$ cat src/rtl/hack_pkg.sv
// hack_pkg: shared address width, jump-field bit positions and PC-unit state encoding.
package hack_pkg;
  localparam int ADDR_W = 15;
  localparam int JGT = 0;
  localparam int JEQ = 1;
  localparam int JLT = 2;
  typedef enum logic {ST_RUN = 1'b0, ST_HALTED = 1'b1} state_e;
endpackage

$ cat src/rtl/hack_jump_cond.sv
// hack_jump_cond: evaluates the C-instruction jump field against the ALU flags.
module hack_jump_cond
  import hack_pkg::*;
(
  input  logic       is_c_instr,
  input  logic [2:0] jump_bits,
  input  logic       zr,
  input  logic       ng,
  output logic       take
);
  always_comb
    take = is_c_instr & ((jump_bits[JLT] & ng) | (jump_bits[JEQ] & zr) | (jump_bits[JGT] & ~ng & ~zr));
endmodule

$ cat src/rtl/hack_pc_unit.sv
// hack_pc_unit: HACK program counter with jump selection and terminal-loop halt detection.
module hack_pc_unit #(
  parameter int ADDR_W      = hack_pkg::ADDR_W,
  parameter bit HALT_DETECT = 1'b1,
  parameter int HALT_REPEAT = 2
) (
  input  logic              clk,
  input  logic              reset,
  input  logic              en,
  input  logic              is_c_instr,
  input  logic [2:0]        jump_bits,
  input  logic              zr,
  input  logic              ng,
  input  logic [ADDR_W-1:0] a_reg,
  output logic [ADDR_W-1:0] pc,
  output logic              jump_taken,
  output logic              halted
);
  import hack_pkg::*;
  localparam int CW = $clog2(HALT_REPEAT + 1);
  logic take, loop, halting;
  state_e state_q, state_d;
  logic [ADDR_W-1:0] pc_q, pc_d;
  logic jt_q, jt_d;
  logic [CW-1:0] cnt_q, cnt_d, cnt_inc;
  hack_jump_cond u_cond (
    .is_c_instr(is_c_instr),
    .jump_bits (jump_bits),
    .zr        (zr),
    .ng        (ng),
    .take      (take)
  );
  // A loop jump targets the current instruction or the "@END" just before it.
  always_comb begin
    loop = take & (a_reg == pc_q | a_reg == pc_q - 1'b1);
    cnt_inc = (cnt_q == CW'(HALT_REPEAT)) ? cnt_q : cnt_q + 1'b1;
    halting = HALT_DETECT && loop && cnt_inc == CW'(HALT_REPEAT);
    state_d = state_q;
    pc_d = pc_q;
    jt_d = jt_q;
    cnt_d = cnt_q;
    if (state_q == ST_HALTED) jt_d = 1'b0;
    else if (en) begin
      pc_d = take ? a_reg : pc_q + 1'b1;
      jt_d = take;
      cnt_d = loop ? cnt_inc : take ? '0 : cnt_q;
      state_d = halting ? ST_HALTED : ST_RUN;
    end
  end
  always_ff @(posedge clk) begin
    if (reset) begin
      state_q <= ST_RUN;
      pc_q <= '0;
      jt_q <= 1'b0;
      cnt_q <= '0;
    end else begin
      state_q <= state_d;
      pc_q <= pc_d;
      jt_q <= jt_d;
      cnt_q <= cnt_d;
    end
  end
  always_comb begin
    pc = pc_q;
    jump_taken = jt_q;
    halted = state_q == ST_HALTED;
  end
endmodule

$ cat config.mk
export PLATFORM = sky130hd
export DESIGN_NAME = hack_pc_unit
export DESIGN_NICKNAME = d
export VERILOG_FILES = /design/src/rtl/hack_pkg.sv /design/src/rtl/hack_jump_cond.sv /design/src/rtl/hack_pc_unit.sv
export SDC_FILE = /design/constraint.sdc
export NUM_CORES = 1
export LEC_CHECK = 0
export CORE_ASPECT_RATIO = 0.9
export CORE_MARGIN = 4
export CORE_UTILIZATION = 49
export CTS_BUF_LIST = sky130_fd_sc_hd__clkbuf_2
export CTS_CLUSTER_DIAMETER = 40
export DETAILED_ROUTE_END_ITERATION = 6
export DONT_BUFFER_PORTS = 1
export HOLD_SLACK_MARGIN = 0.05
export PLACE_DENSITY = 0.72
export SYNTH_ARGS = -nofsm -noshare
export SYNTH_HDL_FRONTEND = slang
export SYNTH_SLANG_ARGS = --single-unit
$ cat constraint.sdc
create_clock -name clk -period 2.77 [get_ports clk]
set_input_delay 0.4155 -clock clk [delete_from_list [all_inputs] [get_ports clk]]
set_output_delay 0.4155 -clock clk [all_outputs]
set_load 0.05 [all_outputs]
==> impl_summary.md <==
Outcome
The run finished with clean final reports.

Placed design
The half-perimeter wire length after detailed placement is 3330 um. The minimum setup slack after placement is 387 ps. In this run the tool buffered the top-level ports with 0 buffer cells. The congestion estimate from routability-driven global placement came to 0.838.

Synthesis
The number of enable flip-flop cells after synthesis is 0. The mapped netlist covers 1670 um^2. The Yosys warning count is 0. The number of synthesized register bits is 19. The number of different library cells used by synthesis comes to 51. The number of nets handed over by synthesis was 263. The most frequently used flop master after synthesis is sky130_fd_sc_hd__dfxtp_1. The number of instances in the synthesized netlist is 236. For this run, asynchronously set or reset flops after synthesis account for 0%.

A synthesized cell averages 7.06 um^2. The share of the Yosys chip area taken by registers is 22.8%.

CTS
The clock-pin slew on the worst setup and hold paths is 190 ps. In this run the number of H-tree levels came out at 1. The CTS root buffer is sky130_fd_sc_hd__clkbuf_2. For this design, the CTS-stage hold fixing added 0 buffers. No sink is reached through more buffers than the 2 on the longest clock path. The clock reaches the later pin of the worst-skew pair after 310 ps. TritonCTS built the clock tree. The number of gates given a new drive strength after cts is 0. For this design, the sink count on the clock tree is 19. Post-CTS timing repair inserted 0 buffers for setup. The CTS buffer count is 3.

Worst hold path
The end point of the worst hold path is halted$_SDFF_PP0_. The startpoint identified for the worst hold timing path is reset. Along the worst hold path, the cell count comes to 1. The min-delay analysis places its worst path in the category in -> reg.

Power and ir drop
Across the VDD grid, the largest voltage drop is 262 uV. In this run the static leakage power is 0.623 nW. The power density over the cells is 397 nW/um^2.

Worst setup path
STA puts the critical path data required time at 3040 ps. By startpoint and endpoint, the worst setup path is classified as reg -> reg. The worst setup path is launched from a register.

The worst setup path is captured at a register. For the worst flop-to-flop path, the logic depth is 9. Setup slack on the worst reg-to-reg path comes out at 330 ps. The delay of the slowest cell on the worst path is 480 ps. The worst flop-to-flop path startpoint is pc[0]$_SDFFE_PP0P_. The signal on the critical path passes through inv_1 -> ha_1 -> nor3b_1 -> nand4_1 -> xnor2_1 -> o211ai_1 -> a2111oi_2 -> o2111ai_1 -> a21oi_1.

The reg-to-reg critical path endpoint is cnt_q[0]$_SDFFE_PP0P_. For the worst setup path, the data arrival time is 2710 ps. The cell with the largest stage delay on the worst path is sky130_fd_sc_hd__nor3b_1. Along the worst path, the maximum fanout reaches 6.

Cells and area
The fraction of final layout cells with drive strength greater than 1 is 12.2%. The most frequent standard cell in the layout excluding fill and tap cells is sky130_fd_sc_hd__nor2_1. The growth of design area from synthesis to finish is 8.11%.

At the end of the flow, the number of nets in the layout was 266. The library cells used most frequently in the layout, excluding fill and tap cells, are sky130_fd_sc_hd__nor2_1, sky130_fd_sc_hd__nand2_1, sky130_fd_sc_hd__a21oi_1, sky130_fd_sc_hd__xnor2_1. The number of antenna diodes in the final layout is 0. After filler insertion, the fill cell instance count of the layout stands at 303.

STA
The timing-limited maximum frequency is 410 MHz. For the pin with the worst max-slew slack, the measured transition is 714 ps. The final total negative setup slack is 0 ps. The count of pins over their slew limit is 0. Setup repair after global routing left no endpoint under its margin. The total setup violations reported at the end of the flow is 0.

The worst pin sits at a relative slew slack of 52.3%. The fraction of the cycle the final worst path needs is 88.1%. The worst setup margin is 331 ps. Between clock sinks in the finished design, the worst skew comes to 7.26 ps. The minimum period implied by the final worst setup slack is 2440 ps. The hold violation count in the final report was 0.

Detailed routing
After detailed routing, the number of vias per cell comes to 6.05. In this run, the number of DRC markers left after iteration 0 of detailed routing was 86. The number of remaining DRC errors is 0. Wires add up to 4390 um. The final antenna-violating net count is 0. The average wire length per cell after detail routing is 15.7 um. The first detailed-routing pass ran for 4 iterations. The final route contains 1693 vias.

Run
The tool flagged a number of max-cap violations equal to 0.

Die
The area of the placeable core is 3160 um^2. The initial core utilization is 52.7%. From left edge to right edge, the die measures 69.5 um. Pin placement for this block handled 41 I/O pins. The placement row count is 19.

The die outline area is 4400 um^2. The chip height is 63.3 um.

Global route
The global-route wire length before repair is 7370 um. The initial antenna violation count was 0. The number of global-route vias before repair is 1626.

The total overflow left after global routing is 0. Across every metal layer, demand over resource in global routing totals 19.9%. Entering global routing, the biggest net connects 21 pins.
report_power, final:
group / switching (W) / internal, W
Combinational: 0.000169 / 0.000114
Sequential: 0.0000177 / 0.000286
Clock: 0.0000901 / 0.0000382
state kept, by name (all words and copies together) (netlist names):
name and flops:
jump_taken 1, cnt_q 2, pc 15, halted 1
kinds of logic (layout without fill, tap and decap cells):
family / after synthesis / count (layout) / synth area share, %
fa+ha+maj: 3 / 3 / 2.25
flops: 19 / 19 / 22.8
simple gates: 97 / 97 / 30.4
buf+inv: 27 / 29 / 6.16
mux: 2 / 2 / 1.20
compound gates: 66 / 66 / 25.6
xor+xnor: 22 / 22 / 11.6
final cells by class:
class / count / area (um^2) / area share (%)
multi-input cells: 190 / 1180 / 65.7
flip-flops and latches: 19 / 380 / 21.1
repair buffers: 19 / 143 / 7.92
well taps: 42 / 52.6 / 2.92
inverters: 6 / 22.5 / 1.25
clock buffers: 4 / 20.0 / 1.11
worst max-delay path: cells and delay by family, from the launching register on:
kind                     cells  cell delay (ps)
adder cells (fa/ha/maj)      1              210
flip-flops                   1              400
buffers and inverters        1               80
AO/OA/AOI/OAI                4              870
XOR/XNOR                     1              190
AND/OR/NAND/NOR              2              660
through the flow:
stage / area [um^2] / utilization (%) / cells / hold slack (ps) / power (W)
6_report: 1800 / 57.0 / 280 / 132 / 0.000716
3_3_place_gp: 1780 / 56.4 / 276 / 441 / 0.000589
3_5_place_dp: 1780 / 56.4 / 276 / 446 / 0.000591
4_1_cts: 1800 / 57.0 / 280 / 115 / 0.000722
5_1_grt: 1800 / 57.0 / 280 / 95.8 / 0.000762
2_1_floorplan: 1670 / - / 236 / 432 / 0.000539
worst max-delay path by stage:
stage / startpoint / slack (ps) / cells after the start / endpoint
4_1_cts: pc[0]$_SDFFE_PP0P_ / 330 / 9 / cnt_q[0]$_SDFFE_PP0P_
3_5_place_dp: pc[0]$_SDFFE_PP0P_ / 390 / 9 / cnt_q[0]$_SDFFE_PP0P_
5_1_grt: pc[0]$_SDFFE_PP0P_ / 10 / 9 / cnt_q[0]$_SDFFE_PP0P_
6_report: pc[0]$_SDFFE_PP0P_ / 330 / 9 / cnt_q[0]$_SDFFE_PP0P_
2_1_floorplan: pc[4]$_SDFFE_PP0P_ / 300 / 7 / cnt_q[0]$_SDFFE_PP0P_
3_3_place_gp: pc[4]$_SDFFE_PP0P_ / 460 / 7 / cnt_q[1]$_SDFFE_PP0P_
metal layers:
layer	global-route usage, %	part of all wire (%)	routed length (um)
met1	26.0	46	2040
met2	32.1	44	1940
met3	6.84	8.9	391
met4	3.41	0.43	19
met5	0	0	0
cell usage after synthesis (all sizes together) (2+ instances only):
| cell type | count | share of area, % |
|---|---|---|
| o31ai | 3 | 1.4 |
| a21oi | 21 | 6.3 |
| buf | 5 | 1.2 |
| a21o | 2 | 0.90 |
| a22oi | 2 | 0.90 |
| clkbuf | 16 | 3.6 |
| and3 | 4 | 1.5 |
| and2 | 2 | 0.75 |
| xor2 | 2 | 1.1 |
| inv | 6 | 1.4 |
| nor4 | 2 | 1.7 |
| a31oi | 6 | 2.3 |
| nand2 | 21 | 4.7 |
| nand3b | 2 | 0.90 |
| xnor2 | 20 | 11 |
| nor3 | 11 | 3.3 |
| nand2b | 2 | 0.75 |
| ha | 3 | 2.3 |
| o22ai | 4 | 1.5 |
| mux2i | 2 | 1.2 |
| o2111ai | 3 | 1.6 |
| nand3 | 8 | 2.4 |
| dfxtp | 19 | 23 |
| nor2b | 2 | 0.75 |
| o21ai | 11 | 3.3 |
| nor3b | 3 | 1.4 |
| or4 | 2 | 1.4 |
| nor2 | 26 | 5.9 |
| nand4 | 7 | 2.6 |
No activity file was read; power rests on OpenSTA's default activity.
